File: src/rtl/adder_pkg.sv
// Shared constants and types for the ripple-carry adder leaf.
// Pure declarations: no latency, no flow control.
// sum_t is the carry-extended result used when checking {cout, s}.
package adder_pkg;

    localparam int ADDER_DEFAULT_WIDTH = 4;

    typedef logic [ADDER_DEFAULT_WIDTH:0] sum_t;

endpackage

File: src/rtl/adder_4bit_if.sv
// Operand/result bundle between a datapath producer and the adder leaf.
// Latency set by the attached adder (1 cycle); no backpressure signals exist.
// master drives operands and reads results, slave is the adder side.
interface adder_4bit_if
    import adder_pkg::*;
#(
    parameter int WIDTH = ADDER_DEFAULT_WIDTH
) ();

    logic             in_valid;
    logic             cin;
    logic [WIDTH-1:0] a;
    logic [WIDTH-1:0] b;
    logic [WIDTH-1:0] s;
    logic             cout;
    logic             overflow;
    logic             zero;
    logic             out_valid;

    modport master (
        output in_valid, cin, a, b,
        input  s, cout, overflow, zero, out_valid
    );

    modport slave (
        input  in_valid, cin, a, b,
        output s, cout, overflow, zero, out_valid
    );

endinterface

File: src/rtl/full_adder.sv
// Single-bit full adder cell, one link of the ripple chain.
// Purely combinational, zero latency.
// No flow control.
module full_adder (
    input  logic a,
    input  logic b,
    input  logic ci,
    output logic s,
    output logic co
);

    assign s  = a ^ b ^ ci;
    assign co = (a & b) | (a & ci) | (b & ci);

endmodule

File: src/rtl/adder_4bit.sv
// Registered ripple-carry adder s = a + b + cin with cout/overflow/zero flags.
// Latency 1 cycle, one operation per cycle.
// No backpressure: results hold when in_valid is low, out_valid follows in_valid.
module adder_4bit
    import adder_pkg::*;
#(
    parameter int WIDTH = ADDER_DEFAULT_WIDTH
) (
    input  logic         clk,
    input  logic         rst,
    adder_4bit_if.slave  bus
);

    logic [WIDTH:0]   c;
    logic [WIDTH-1:0] sum;

    assign c[0] = bus.cin;

    for (genvar i = 0; i < WIDTH; i++) begin : g_fa
        full_adder u_fa (
            .a  (bus.a[i]),
            .b  (bus.b[i]),
            .ci (c[i]),
            .s  (sum[i]),
            .co (c[i+1])
        );
    end

    always_ff @(posedge clk) begin
        if (rst) begin
            bus.s         <= '0;
            bus.cout      <= 1'b0;
            bus.overflow  <= 1'b0;
            bus.zero      <= 1'b1;
            bus.out_valid <= 1'b0;
        end else begin
            bus.out_valid <= bus.in_valid;
            // Flags travel with the sum so they stay coherent while holding.
            if (bus.in_valid) begin
                bus.s        <= sum;
                bus.cout     <= c[WIDTH];
                bus.overflow <= c[WIDTH] ^ c[WIDTH-1];
                bus.zero     <= (sum == '0);
            end
        end
    end

endmodule

File: src/flat_wrapper.sv
// flat-port wrapper written by rule: the top's interface ports become plain ports
module adder_4bit_flat import adder_pkg::*;
#(
    parameter int WIDTH = ADDER_DEFAULT_WIDTH
)
  (clk, rst, bus_in_valid, bus_cin, bus_a, bus_b, bus_s, bus_cout, bus_overflow, bus_zero, bus_out_valid);
  adder_4bit_if #(.WIDTH(WIDTH)) bus_i ();
  input  logic clk;
  input  logic rst;
  input wire logic [$bits(bus_i.in_valid)-1:0] bus_in_valid;
  input wire logic [$bits(bus_i.cin)-1:0] bus_cin;
  input wire logic [$bits(bus_i.a)-1:0] bus_a;
  input wire logic [$bits(bus_i.b)-1:0] bus_b;
  output wire logic [$bits(bus_i.s)-1:0] bus_s;
  output wire logic [$bits(bus_i.cout)-1:0] bus_cout;
  output wire logic [$bits(bus_i.overflow)-1:0] bus_overflow;
  output wire logic [$bits(bus_i.zero)-1:0] bus_zero;
  output wire logic [$bits(bus_i.out_valid)-1:0] bus_out_valid;
  assign bus_i.in_valid = bus_in_valid;
  assign bus_i.cin = bus_cin;
  assign bus_i.a = bus_a;
  assign bus_i.b = bus_b;
  assign bus_s = bus_i.s;
  assign bus_cout = bus_i.cout;
  assign bus_overflow = bus_i.overflow;
  assign bus_zero = bus_i.zero;
  assign bus_out_valid = bus_i.out_valid;
  adder_4bit #(.WIDTH(WIDTH)) u_core (.clk(clk), .rst(rst), .bus(bus_i));
endmodule
File: config.mk
export PLATFORM = sky130hd
export DESIGN_NAME = adder_4bit_flat
export DESIGN_NICKNAME = d
export VERILOG_FILES = /design/src/rtl/adder_pkg.sv /design/src/rtl/adder_4bit_if.sv /design/src/rtl/full_adder.sv /design/src/rtl/adder_4bit.sv /design/src/flat_wrapper.sv
export SDC_FILE = /design/constraint.sdc
export NUM_CORES = 1
export LEC_CHECK = 0
export CAP_MARGIN = 20
export CORE_AREA = 5 5 42 44
export CTS_CLUSTER_DIAMETER = 50
export DETAILED_ROUTE_END_ITERATION = 16
export DIE_AREA = 0 0 47 49
export DONT_BUFFER_PORTS = 1
export PLACE_DENSITY_LB_ADDON = 0.05
export SETUP_SLACK_MARGIN = 0.05
export SKIP_CTS_REPAIR_TIMING = 1
export SLEW_MARGIN = 40
export SYNTH_ARGS = -nofsm -noshare
export SYNTH_HDL_FRONTEND = slang
export SYNTH_SLANG_ARGS = --single-unit
File: constraint.sdc
create_clock -name clk -period 6.98 [get_ports clk]
set_clock_uncertainty 0.2 [all_clocks]
set_input_delay 1.396 -clock clk [delete_from_list [all_inputs] [get_ports clk]]
set_output_delay 1.396 -clock clk [all_outputs]
set_load 0.02 [all_outputs]
==> results.sh <==
export IMPL_avgRoutedWirePerCell_um=13.3
export IMPL_cts_tree="built"
export IMPL_fp_dieH_um=49
export IMPL_drc=0
export IMPL_fin_crit_sh_pct=50.0
export IMPL_ys_types=15
export IMPL_worst_path_max_fanout=2
export IMPL_clk_path_buf_depth=2
export IMPL_slew_headroom_pct=80.5
export IMPL_die_w_um=47
export IMPL_initial_utilization_pct=27.6
export IMPL_htreeDepth=1
export IMPL_std_cell_rows=14
export IMPL_syn_nets=50
export IMPL_critPathBufInv=1
export IMPL_critPathLaunchType="primary input"
export IMPL_grt_overflow=0
export IMPL_grt_use_total_pct=7.65
export IMPL_synth_commonest_cells="dfxtp_1, nor2_1, fa_1"
export IMPL_dpl_cell_area_um2=390
export IMPL_syn_to_final_growth_pct=6.80
export IMPL_grt_pass1_wl_um=1120
export IMPL_drt_pass1_iterations=1
export IMPL_yosysMostFrequentCell="dfxtp_1"
export IMPL_path_cells="fa_1 -> fa_1 -> fa_1 -> inv_1 -> fa_1 -> a221o_1"
export IMPL_dp_hpwl_um=595
export IMPL_drtAntennaViolNets=0
export IMPL_cts_root_buf="clkbuf_4"
export IMPL_rsz0062_at_grt="false"
export IMPL_numPortBuffers=0
export IMPL_ys_async_sr_fraction_pct=0
export IMPL_p_leak_uw=0.000178
export IMPL_fmax_mhz=286
export IMPL_max_cap_violations=0
export IMPL_cts_sinks=8
export IMPL_synthFlopType="dfxtp_1"
export IMPL_grt_max_degree=12
export IMPL_finalInstanceArea_um2=413
export IMPL_vias_per_cell=4.51
export IMPL_synthCells=34
export IMPL_grt_pass1_vias=247
export IMPL_slowest_stage="fa_1"
export IMPL_clock_latency_ns=0.25
export IMPL_setup_violations=0
export IMPL_cts_buffers_inserted=3
export IMPL_critPathArrivalTime_ns=3.43
export IMPL_path_delay_family="adder cells"
export IMPL_tightest_slew_ns=0.288
export IMPL_vias=230
export IMPL_crit_required_ns=6.92
export IMPL_yosys_register_bits=8
export IMPL_dp_slack_ns=3.21
export IMPL_crit_path_end_kind="flop"
export IMPL_gp_congestion=0.631
export IMPL_layout_setup_ws_ns=3.49
export IMPL_final_nets=53
export IMPL_synth_area_um2=387
export IMPL_criticalPathCategory="primary input to flop"
export IMPL_peakVddDrop_uv=84.0
export IMPL_synth_top_area_share_pct=41.4
export IMPL_core_area_mm2=0.00140
export IMPL_power_density_mw_per_mm2=258
export IMPL_period_needed_ns=3.49
export IMPL_hold_viol_final=0
export IMPL_fillCellCount=158
export IMPL_cts_clk_slew_worst_paths_ns=0.05
export IMPL_outcome="complete, no violations"
export IMPL_synth_top_area_cell="dfxtp_1"
export IMPL_drt_wl_total_um=679
export IMPL_ios=20
export IMPL_synth_area_per_cell_um2=11.4
export IMPL_synth_area_leaders="dfxtp_1, fa_1, mux2i_1, nor2_1, a211oi_1"
export IMPL_crit_top_cell="fa_1"
export IMPL_drt_iter0_drc=0
export IMPL_finalSetupTns_ns=0
export IMPL_hold_path_class="flop to flop"
export IMPL_final_max_slew_viol_count=0
export IMPL_diodes=0
export IMPL_antenna_found_initial=0
export IMPL_slowest_delay_ns=0.43
export IMPL_ys_warn_count=0
export IMPL_dieArea_mm2=0.00230
export IMPL_yosysSeqAreaShare_pct=41.4
export IMPL_drive_above_1_share_pct=14.3
export IMPL_synth_edf_count=0
## stage by stage
step / hold slack (ns) / cells / util (%) / total power, uW
2_1_floorplan: 0.349 / 34 / - / 72.2
3_3_place_gp: 0.371 / 48 / 27.9 / 73.0
3_5_place_dp: 0.372 / 48 / 27.9 / 73.8
4_1_cts: 0.380 / 51 / 29.5 / 110
5_1_grt: 0.392 / 51 / 29.5 / 115
6_report: 0.375 / 51 / 29.5 / 107
## power breakdown
group / total, uW / leakage (uW) / internal, uW / switching, uW
Combinational: 14.1 / 0.0000983 / 7.96 / 6.17
Sequential: 57.8 / 0.0000664 / 50.0 / 7.78
Clock: 34.7 / 0.0000138 / 19.6 / 15.0
Total: 107 / 0.000178 / 77.6 / 29.0
## logic make-up (layout without fill, tap and decap cells)
kind of cell               count (synthesis)  count (layout)  share of synthesized area [%]
adders and majority gates                  4               4                           20.7
and+or+nand+nor                            8               8                           11.3
buffers and inverters                      6               7                           8.09
AOI/OAI and AO/OA                          4               4                           8.41
xor gates and xnor gates                   1               1                           2.27
DFF                                        8               8                           41.4
muxes                                      3               3                           7.77
## path summary, 6_finish.rpt
path | start | end | slack, ns | cells past startpoint
worst max-delay path | bus_b[0] | u_core.bus.zero$_SDFFE_PP1P_ | 3.49 | 6
worst max register to register | u_core.bus.zero$_SDFFE_PP1P_ | u_core.bus.zero$_SDFFE_PP1P_ | 5.94 | 1
worst min register to register | u_core.bus.s[3]$_SDFFE_PP0P_ | u_core.bus.s[3]$_SDFFE_PP0P_ | 0.37 | 2
worst min-delay path | u_core.bus.s[3]$_SDFFE_PP0P_ | u_core.bus.s[3]$_SDFFE_PP0P_ | 0.37 | 2
## routing by layer
metal	global-route usage (%)	routed length, um
met1	7.17	237
met2	10.9	372
met3	5.90	69
met4	5.53	0
met5	0	0
## registers in the layout, summed over array words and instances (netlist names)
name                  cells
u_core.bus.s              4
u_core.bus.cout           1
u_core.bus.out_valid      1
u_core.bus.overflow       1
u_core.bus.zero           1
## worst min-delay path, cell delays in order, from the launching register on
cell and delay [ns]:
dfxtp_1 0.37, nor2_1 0.11, a211oi_1 0.05
## cells in the final DEF (no fill, tap or decap)
cell,instances
a211oi_1,2
nor4b_1,1
a21o_1,1
fa_1,4
mux2i_1,3
xnor2_1,1
dfxtp_1,8
inv_1,3
clkbuf_4,3
nor2_1,5
nor3b_1,1
a221o_1,1
inv_2,1
nor2b_2,1
## cell type report
type	count	area (um2)	share of cell area, %
Clock buffer	3	22.5	5.45
Sequential cell	8	160	38.8
Tap cell	16	20.0	4.85
Inverter	4	15.0	3.64
Multi-Input combinational cell	20	195	47.3
(Power assumes the default switching activity.)
